==> config.mk <==
export PLATFORM = sky130hd
export DESIGN_NAME = alu_req_arbiter
export DESIGN_NICKNAME = d
export VERILOG_FILES = /design/src/rtl/alu_req_arbiter.sv
export SDC_FILE = /design/constraint.sdc
export NUM_CORES = 1
export LEC_CHECK = 0
export BUFFER_PORTS_ARGS = -buffer_cell sky130_fd_sc_hd__buf_2
export CAP_MARGIN = 5
export CORE_MARGIN = 2
export CORE_UTILIZATION = 25
export CTS_CLUSTER_DIAMETER = 200
export DETAILED_ROUTE_END_ITERATION = 8
export MAX_ROUTING_LAYER = met4
export PLACE_DENSITY_LB_ADDON = 0.1
export SLEW_MARGIN = 30
export SYNTH_ARGS = -nofsm -noshare
export SYNTH_HDL_FRONTEND = slang
export SYNTH_SLANG_ARGS = --single-unit
==> constraint.sdc <==
create_clock -name clock -period 2.55 [get_ports clock]
set_clock_uncertainty 0.15 [all_clocks]
set_input_delay 0.3825 -clock clock [delete_from_list [all_inputs] [get_ports clock]]
set_output_delay 0.3825 -clock clock [all_outputs]
set_load 0.01 [all_outputs]
==> src/rtl/alu_req_arbiter.sv <==
// Two-requester front end for the shared alu_dut: round-robin grant, one enable pulse per job, latency wait, result return.
// Build option: define ALU_ARB_FIXED_PRIO_EN to make requester 0 win every tie (no last-grant pointer).
module alu_req_arbiter #(
  parameter int ALU_LAT = 1
) (
  input  logic        clock,
  input  logic        reset_n,
  input  logic [1:0]  req_valid,
  output logic [1:0]  req_ready,
  input  logic [31:0] req0_a,
  input  logic [31:0] req0_b,
  input  logic [2:0]  req0_op,
  input  logic [2:0]  req0_sel,
  input  logic        req0_shift,
  input  logic [31:0] req1_a,
  input  logic [31:0] req1_b,
  input  logic [2:0]  req1_op,
  input  logic [2:0]  req1_sel,
  input  logic        req1_shift,
  output logic [1:0]  rsp_valid,
  input  logic [1:0]  rsp_ready,
  output logic [31:0] rsp_data,
  output logic [31:0] aluin1,
  output logic [31:0] aluin2,
  output logic [2:0]  operation,
  output logic [2:0]  opselect,
  output logic        enable_arith,
  output logic        enable_shift,
  input  logic [31:0] aluout
);

  localparam logic [3:0] LAT4 = 4'(ALU_LAT);

  typedef enum logic [1:0] {S_IDLE, S_ISSUE, S_WAIT, S_RESP} state_t;

  state_t      r_state, w_nxt;
  logic        r_id, r_shift;
  logic [31:0] r_a, r_b, r_data;
  logic [2:0]  r_op, r_sel;
  logic [3:0]  r_cnt;
  logic        w_win, w_accept, w_cap;

`ifdef ALU_ARB_FIXED_PRIO_EN
  assign w_win = ~req_valid[0];
`else
  logic r_ptr;  // last granted requester

  always_comb begin
    w_win = req_valid[1];
    if (&req_valid) w_win = ~r_ptr;
  end

  always_ff @(posedge clock or negedge reset_n) begin
    if (!reset_n)      r_ptr <= 1'b1;
    else if (w_accept) r_ptr <= w_win;
  end
`endif

  always_comb begin
    w_nxt        = r_state;
    w_accept     = 1'b0;
    w_cap        = 1'b0;
    req_ready    = 2'b00;
    rsp_valid    = 2'b00;
    enable_arith = 1'b0;
    enable_shift = 1'b0;
    case (r_state)
      S_IDLE: begin
        // gate on reset_n so req_ready stays low while reset is held
        if (|req_valid && reset_n) begin
          w_accept  = 1'b1;
          req_ready = w_win ? 2'b10 : 2'b01;
          w_nxt     = S_ISSUE;
        end
      end
      S_ISSUE: begin
        enable_shift = r_shift;
        enable_arith = ~r_shift;
        w_nxt        = S_WAIT;
      end
      S_WAIT: begin
        if (r_cnt == 4'd1) begin
          w_cap = 1'b1;
          w_nxt = S_RESP;
        end
      end
      S_RESP: begin
        rsp_valid = r_id ? 2'b10 : 2'b01;
        if (rsp_ready[r_id]) w_nxt = S_IDLE;
      end
      default: w_nxt = S_IDLE;
    endcase
  end

  always_ff @(posedge clock or negedge reset_n) begin
    if (!reset_n) begin
      r_state <= S_IDLE;
      r_id    <= 1'b0;
      r_shift <= 1'b0;
      r_a     <= '0;
      r_b     <= '0;
      r_op    <= '0;
      r_sel   <= '0;
      r_cnt   <= '0;
      r_data  <= '0;
    end else begin
      r_state <= w_nxt;
      if (w_accept) begin
        r_id    <= w_win;
        r_a     <= w_win ? req1_a     : req0_a;
        r_b     <= w_win ? req1_b     : req0_b;
        r_op    <= w_win ? req1_op    : req0_op;
        r_sel   <= w_win ? req1_sel   : req0_sel;
        r_shift <= w_win ? req1_shift : req0_shift;
      end
      if (r_state == S_ISSUE)     r_cnt <= LAT4;
      else if (r_state == S_WAIT) r_cnt <= r_cnt - 4'd1;
      if (w_cap) r_data <= aluout;
    end
  end

  assign aluin1    = r_a;
  assign aluin2    = r_b;
  assign operation = r_op;
  assign opselect  = r_sel;
  assign rsp_data  = r_data;

endmodule

==> results of run 1 <==
==> cell usage in the layout (no fill, tap or decap), types with 4 or more instances in the layout <==
| master | count |
|---|---|
| dfrtp_1 | 110 |
| buf_4 | 6 |
| clkbuf_16 | 9 |
| mux2_2 | 30 |
| inv_1 | 9 |
| and2_1 | 5 |
| ha_1 | 7 |
| nor2_1 | 4 |
| and2_0 | 68 |
| buf_2 | 286 |
| a221o_1 | 71 |
==> power by group through the flow <==
stage / Combinational, µW / Clock [µW] / Sequential, µW
2_1_floorplan: 1610 / 0 / 3370
3_3_place_gp: 3280 / 0 / 3020
3_5_place_dp: 3340 / 0 / 3020
4_1_cts: 3340 / 1600 / 3020
5_1_grt: 3640 / 1670 / 3120
6_report: 3280 / 1520 / 3010
==> final cells by class <==
type,instances,area [µm²],area share
Tap cell,234,293,0.0429
Inverter,9,33.8,0.00495
Clock inverter,5,82.6,0.0121
Sequential cell,111,2780,0.407
Clock buffer,11,233,0.0341
Timing Repair Buffer,296,1550,0.227
Multi-Input combinational cell,214,1860,0.272
==> logic make-up after synthesis <==
family | after synthesis | synth area share
flops | 111 | 0.583
simple gates | 88 | 0.114
compound gates | 84 | 0.169
buf+inv | 35 | 0.0333
mux | 35 | 0.0822
fa+ha+maj | 7 | 0.0184
==> critical path, stage by stage, from the launching register on <==
cell     delay [ns]
dfrtp_1        0.42
inv_1          0.12
ha_1           0.31
nand3_1        0.18
a21oi_4        0.21
buf_2          0.19
==> path summary, 6_finish.rpt <==
check | start | slack, ns | to | depth (start not counted)
worst min-delay path | req1_a[19] | 0.11 | aluin1[19]$_DFFE_PN0P_ | 2
worst max-delay path | r_state[0]$_DFFE_PN0P_ | 0.25 | req_ready[1] | 5
worst min register to register | rsp_data[5]$_DFFE_PN0P_ | 0.35 | rsp_data[5]$_DFFE_PN0P_ | 1
min in group asynchronous | reset_n | 0.29 | r_state[1]$_DFFE_PN0P_ | 2
worst max register to register | r_state[0]$_DFFE_PN0P_ | 0.45 | aluin1[14]$_DFFE_PN0P_ | 6
max in group asynchronous | reset_n | 1.10 | aluin2[15]$_DFFE_PN0P_ | 3
==> synth_stat cells <==
| cell type | count | area share |
|---|---|---|
| dfstp_2 | 1 | 0.0055 |
| o211ai_2 | 1 | 0.0026 |
| or3b_4 | 1 | 0.0024 |
| a22o_1 | 1 | 0.0018 |
| and2_0 | 68 | 0.089 |
| o21a_1 | 1 | 0.0016 |
| buf_2 | 7 | 0.0073 |
| nand2_1 | 2 | 0.0016 |
| nor2b_1 | 3 | 0.0039 |
| mux2i_1 | 2 | 0.0042 |
| a221o_1 | 71 | 0.15 |
| inv_1 | 9 | 0.0071 |
| mux2_2 | 30 | 0.071 |
| ha_1 | 7 | 0.018 |
| a21oi_1 | 3 | 0.0031 |
| o21ai_0 | 2 | 0.0021 |
| o22ai_1 | 2 | 0.0026 |
| buf_6 | 1 | 0.0024 |
| buf_1 | 2 | 0.0016 |
| a222oi_1 | 1 | 0.0021 |
| mux2_1 | 3 | 0.0071 |
| nor2_4 | 1 | 0.0024 |
| buf_4 | 3 | 0.0047 |
| nand3_1 | 2 | 0.0021 |
| nand3b_1 | 1 | 0.0016 |
| nor2_1 | 4 | 0.0031 |
| dfrtp_1 | 110 | 0.58 |
| a21oi_2 | 1 | 0.0018 |
| o32a_2 | 1 | 0.0024 |
| clkbuf_1 | 13 | 0.010 |
| nor3_1 | 1 | 0.0010 |
| and2_1 | 5 | 0.0066 |
==> timing repair <==
| action | in CTS | in global routing |
|---|---|---|
| hold endpoints to repair | 7 | 0 |
| endpoints found under the setup margin | 0 | 0 |
| hold buffers | 1 | 0 |
==> routing by layer <==
metal  share of wire  vias to the layer above  global-route usage
li1                -                     1903                   -
met1            0.44                     1912               0.187
met2            0.46                      202               0.242
met3           0.083                       11              0.0384
met4           0.013                        0              0.0495
met5               0                        -                   -
==> flip-flops by register name, summed over array words and instances, names as in the netlist, 2 cells and up <==
name and count:
r_state 2, operation 3, rsp_data 32, opselect 3, r_cnt 4, aluin2 32
aluin1 32
==> stage by stage <==
stage / cell area (µm²) / worst slack (ns) / utilization / hold WS [ns] / power (µW)
after floorplan: 4770 / 0.676 / - / -0.0631 / 4980
after global placement: 6500 / 0.550 / 0.347 / 0.0917 / 6310
after detailed placement: 6500 / 0.444 / 0.347 / 0.0971 / 6360
after CTS: 6820 / 0.203 / 0.365 / 0.0841 / 7960
after global routing: 6820 / 0.129 / 0.365 / 0.0918 / 8420
final: 6820 / 0.246 / 0.365 / 0.106 / 7810
==> impl_metrics.sql, run 1 <==
INSERT INTO impl_metrics (metric_group, metric, value, unit) VALUES
('status', 'outcome', 'complete, no violations', ''),
('floorplan', 'dieWidth', '142', 'µm'),
('yosys', 'postSynthNetCount', '547', ''),
('clock_tree', 'clk_pin_slew', '0.08', 'ns'),
('flow_run', 'max_cap_violations', '0', ''),
('final_layout', 'area_growth_syn_to_layout', '43.1', '%'),
('final_layout', 'drive_above_1_share', '0.536', ''),
('yosys', 'gate_count_post_synth', '360', ''),
('clock_tree', 'clk_latency', '0.34', 'ns'),
('setup_path', 'critical_path_peak_fanout', '5', ''),
('pwr', 'vdd_ir_drop_max', '0.403', 'mV'),
('global_routing', 'initial_antenna_violation_count', '0', ''),
('yosys', 'synth_cell_types', '32', ''),
('floorplan', 'core-area', '18700', 'µm²'),
('global_routing', 'grt.overflow.total', '0', ''),
('clock_tree', 'root_buffer', 'clkbuf_16', ''),
('final_layout', 'num_antenna_cells', '0', ''),
('min_path', 'hold_class', 'input port to flop', ''),
('drt', 'antenna_left', '0', ''),
('clock_tree', 'clock_tree_from_tritoncts', 'yes', ''),
('sta', 'max_freq', '434', 'MHz'),
('place', 'placement.io_buffers', '287', ''),
('final_layout', 'finalNetCount', '828', ''),
('global_routing', 'grt_first_pass_wirelength', '23000', 'µm'),
('yosys', 'netlist_area', '4770', 'µm²'),
('floorplan', 'io-pin-count', '288', ''),
('drt', 'routed_wl', '14900', 'µm'),
('yosys', 'synth_sequential_area_ratio', '0.583', ''),
('place', 'hpwlAfterDp', '10600', 'µm'),
('clock_tree', 'cts_buffer_depth', '2', ''),
('global_routing', 'vias_in_the_first_global_route', '4230', ''),
('drt', 'detail_route.drc_violations', '0', ''),
('sta', 'final.min_clock_period', '2.30', 'ns'),
('setup_path', 'worst-endpoint-required', '2.02', 'ns'),
('clock_tree', 'cts_setup_buffers', '0', ''),
('sta', 'tightestPinTransition', '0.630', 'ns'),
('setup_path', 'type_of_the_worst_setup_path', 'flop to primary output', ''),
('drt', 'drt_pass1_iterations', '4', ''),
('pwr', 'internal_power', '5140', 'µW'),
('final_layout', 'cell_count_final_fillers_out', '880', ''),
('final_layout', 'layout_fillers', '1873', ''),
('setup_path', 'cp-start-kind', 'flop', ''),
('sta', 'finalCritPeriodShare', '0.904', ''),
('pwr', 'p_comb_frac', '0.420', ''),
('drt', 'routed_via_count_divided_by_cell_count', '4.58', ''),
('pwr', 'net_switching_power', '2670', 'µW'),
('sta', 'timing.slew.headroom', '0.580', ''),
('floorplan', 'floorplan_die_area', '20200', 'µm²'),
('sta', 'hold_violation_count_in_the_final_report', '0', ''),
('setup_path', 'worstPathArrival', '1.77', 'ns'),
('sta', 'timing.final.max_slew_violations', '0', ''),
('sta', 'report.final.setup_viol', '0', ''),
('global_routing', 'gr-usage-all-layers', '0.151', ''),
('drt', 'dr_total_vias', '4028', ''),
('global_routing', 'grt_start_max_net_pins', '105', ''),
('sta', 'setup_repair_after_global_routing_missed_its_margin', 'no', ''),
('floorplan', 'std_cell_rows', '50', ''),
('pwr', 'power.leakage', '0.00345', 'µW'),
('drt', 'initialDrtViolationCount', '126', ''),
('floorplan', 'die_h', '142', 'µm'),
('drt', 'average_wire_per_cell_in_the_routed_design', '16.9', 'µm'),
('clock_tree', 'htree_levels', '3', ''),
('yosys', 'synth_seq_cells', '111', ''),
('pwr', 'sw_frac_of_total', '0.342', ''),
('sta', 'finalSetupTns', '0', 'ns'),
('place', 'post-place-cells', '863', ''),
('pwr', 'share_seq_of_total_power', '0.385', ''),
('place', 'routabilityCongestion', '0.748', ''),
('pwr', 'power_density', '1140', 'nW/µm²'),
('clock_tree', 'tritoncts_num_sinks', '111', ''),
('clock_tree', 'tritoncts.num_buffers', '9', ''),
('clock_tree', 'cts_resized', '0', ''),
('pwr', 'clock_power_share', '0.195', ''),
('yosys', 'synth-warning-count', '0', ''),
('yosys', 'synth.avg_cell_area', '13.2', 'µm²'),
('setup_path', 'crit_path_end_kind', 'primary output', ''),
('floorplan', 'start_util', '0.255', '');
No activity file was read; power rests on OpenSTA's default activity.
==> inputs of run 2 (changes only) <==
Settings changed: ABC_CLOCK_PERIOD_IN_PS from default to 2550, CAP_MARGIN 5 to default, CTS_BUF_LIST from default to sky130_fd_sc_hd__clkbuf_4.
==> run 2 against run 1 <==
  * Sequential cell count unchanged
  * Total power fell by 2.8%
  * Design area is 23% higher
  * Register-to-register slack better by 0.04 ns
  * Via count rose by 18%
  * Final cell count grew 20%
  * Maximum frequency fell by 2.2%
  * Worst hold slack improved by 0.065 ns
  * First-iteration DRC count increased by 14%
  * Non-clock buffer count up 174
  * Critical endpoint unchanged
==> impl_metrics.sql, run 2 (same netlist as run 1, synthesis figures left out) <==
INSERT INTO impl_metrics (metric_group, metric, value, unit) VALUES
('floorplan', 'die_h', '142', 'µm'),
('sta', 'whs', '0.171', 'ns'),
('status', 'outcome', 'complete, no violations', ''),
('pwr', 'net_switching_power', '2730', 'µW'),
('pwr', 'power.leakage', '0.00411', 'µW'),
('global_routing', 'grt_start_max_net_pins', '105', ''),
('drt', 'initialDrtViolationCount', '144', ''),
('setup_path', 'critical_path_peak_fanout', '5', ''),
('clock_tree', 'tritoncts_num_sinks', '111', ''),
('final_layout', 'mostFrequentLayoutCells', '286 x buf_2, 175 x dlygate4sd3_1, 110 x dfrtp_1', ''),
('global_routing', 'grt.overflow.total', '0', ''),
('pwr', 'share_seq_of_total_power', '0.397', ''),
('final_layout', 'layout_fillers', '1693', ''),
('flow_run', 'max_cap_violations', '0', ''),
('final_layout', 'drive_above_1_share', '0.426', ''),
('sta', 'hold_violation_count_in_the_final_report', '0', ''),
('final_layout', 'post_layout_util', '0.450', ''),
('global_routing', 'gr-usage-all-layers', '0.169', ''),
('place', 'routabilityCongestion', '0.748', ''),
('pwr', 'sw_frac_of_total', '0.359', ''),
('drt', 'detail_route.drc_violations', '0', ''),
('pwr', 'clock_power_share', '0.136', ''),
('final_layout', 'area_growth_syn_to_layout', '76.6', '%'),
('global_routing', 'initial_antenna_violation_count', '1', ''),
('place', 'placed_cell_area', '6500', 'µm²'),
('clock_tree', 'clk_pin_slew', '0.16', 'ns'),
('clock_tree', 'htree_levels', '3', ''),
('final_layout', 'finalNetCount', '1002', ''),
('setup_path', 'cp-start-kind', 'flop', ''),
('setup_path', 'worstPathArrival', '1.82', 'ns'),
('pwr', 'vdd_ir_drop_max', '0.362', 'mV'),
('clock_tree', 'root_buffer', 'clkbuf_4', ''),
('sta', 'tightestPinTransition', '0.653', 'ns'),
('clock_tree', 'clock_tree_from_tritoncts', 'yes', ''),
('floorplan', 'floorplan_die_area', '20200', 'µm²'),
('setup_path', 'type_of_the_worst_setup_path', 'flop to primary output', ''),
('clock_tree', 'tritoncts.num_buffers', '9', ''),
('drt', 'drt_pass1_iterations', '5', ''),
('floorplan', 'dieWidth', '142', 'µm'),
('floorplan', 'io-pin-count', '288', ''),
('sta', 'finalSetupTns', '0', 'ns'),
('sta', 'final.min_clock_period', '2.36', 'ns'),
('final_layout', 'layout_commonest_cell', 'buf_2', ''),
('drt', 'antenna_left', '0', ''),
('place', 'placement.io_buffers', '287', ''),
('clock_tree', 'cts_buffer_depth', '2', ''),
('sta', 'max_freq', '424', 'MHz'),
('min_path', 'hold_class', 'input port to asynchronous set/reset pin', ''),
('drt', 'routed_via_count_divided_by_cell_count', '4.52', ''),
('floorplan', 'std_cell_rows', '50', ''),
('final_layout', 'final_instance_area', '8420', 'µm²'),
('sta', 'report.final.setup_viol', '0', ''),
('global_routing', 'vias_in_the_first_global_route', '5210', ''),
('drt', 'dr_total_vias', '4770', ''),
('drt', 'average_wire_per_cell_in_the_routed_design', '16.0', 'µm'),
('sta', 'timing.final.max_slew_violations', '0', ''),
('place', 'hpwlAfterDp', '10600', 'µm'),
('sta', 'timing.slew.headroom', '0.565', ''),
('setup_path', 'worst-endpoint-required', '2.02', 'ns'),
('floorplan', 'start_util', '0.255', ''),
('setup_path', 'reg2reg_depth', '5', ''),
('drt', 'routed_wl', '16900', 'µm'),
('sta', 'finalCritPeriodShare', '0.924', ''),
('floorplan', 'core-area', '18700', 'µm²'),
('clock_tree', 'clk_latency', '0.46', 'ns'),
('pwr', 'p_comb_frac', '0.468', ''),
('pwr', 'power_density', '901', 'nW/µm²'),
('pwr', 'internal_power', '4860', 'µW'),
('setup_path', 'crit_path_end_kind', 'primary output', ''),
('sta', 'setup_repair_after_global_routing_missed_its_margin', 'no', ''),
('global_routing', 'grt_first_pass_wirelength', '26100', 'µm');
-- run 2: cell types whose count changed in the layout (fill, tap and decap cells not counted) --
cell	change
clkbuf_16	-9
dlygate4sd3_1	+174
ha_2	+1
diode_2	+1
ha_1	-1
clkbuf_1	-2
clkbuf_4	+11
-- run 2: metrics by stage --
step / instances / setup WS, ns / power [µW]
4_1_cts: 1054 / 0.00763 / 7660
3_5_place_dp: 863 / 0.444 / 6360
3_3_place_gp: 863 / 0.550 / 6310
2_1_floorplan: 360 / 0.676 / 4980
5_1_grt: 1055 / 0.0360 / 8180
6_report: 1055 / 0.193 / 7590
-- run 2: cell type report --
class | count | area, µm² | area share
diodes | 1 | 2.50 | 0.000297
clock buffers | 11 | 82.6 | 0.00981
clock inverters | 5 | 82.6 | 0.00981
inverters | 9 | 33.8 | 0.00401
multi-input cells | 214 | 1860 | 0.221
flip-flops and latches | 111 | 2780 | 0.330
well taps | 234 | 293 | 0.0348
repair buffers | 470 | 3290 | 0.390
-- run 2: timing repair --
item,CTS,global route
setup buffers,0,0
endpoints found under the hold margin,214,0
resized for setup,0,1
hold buffers,175,0
endpoints found under the setup margin,0,1
-- run 2: final timing paths --
kind,slack (ns),from,endpoint
max,0.19,r_state[0]$_DFFE_PN0P_,req_ready[1]
min,0.17,reset_n,r_state[1]$_DFFE_PN0P_
max reg2reg,0.49,r_cnt[1]$_DFFE_PN0P_,r_state[1]$_DFFE_PN0P_
min reg2reg,0.37,rsp_data[6]$_DFFE_PN0P_,rsp_data[6]$_DFFE_PN0P_
max in group asynchronous,1.21,reset_n,r_id$_DFFE_PN0P_
min in group clock,0.37,rsp_data[6]$_DFFE_PN0P_,rsp_data[6]$_DFFE_PN0P_
-- run 2: routing by layer --
layer  GRT usage  routed length (µm)  share of wire
met1       0.204                7380           0.44
met2       0.285                8110           0.48
met3      0.0296                1070          0.063
met4      0.0616                 310          0.018
met5           -                   0              0
-- run 2: power by group through the flow --
stage,clock [µW],sequential [µW],combinational [µW]
floorplan,0,3370,1610
global placement,0,3020,3280
detailed placement,0,3020,3340
CTS,1100,3010,3550
global route,1160,3120,3910
finish,1030,3010,3550
-- run 2: critical path, stage by stage (launching register included) --
cell and delay, ns:
dfrtp_1 0.45, inv_1 0.12, ha_2 0.26, nand3_1 0.14, a21oi_4 0.20, buf_2 0.18
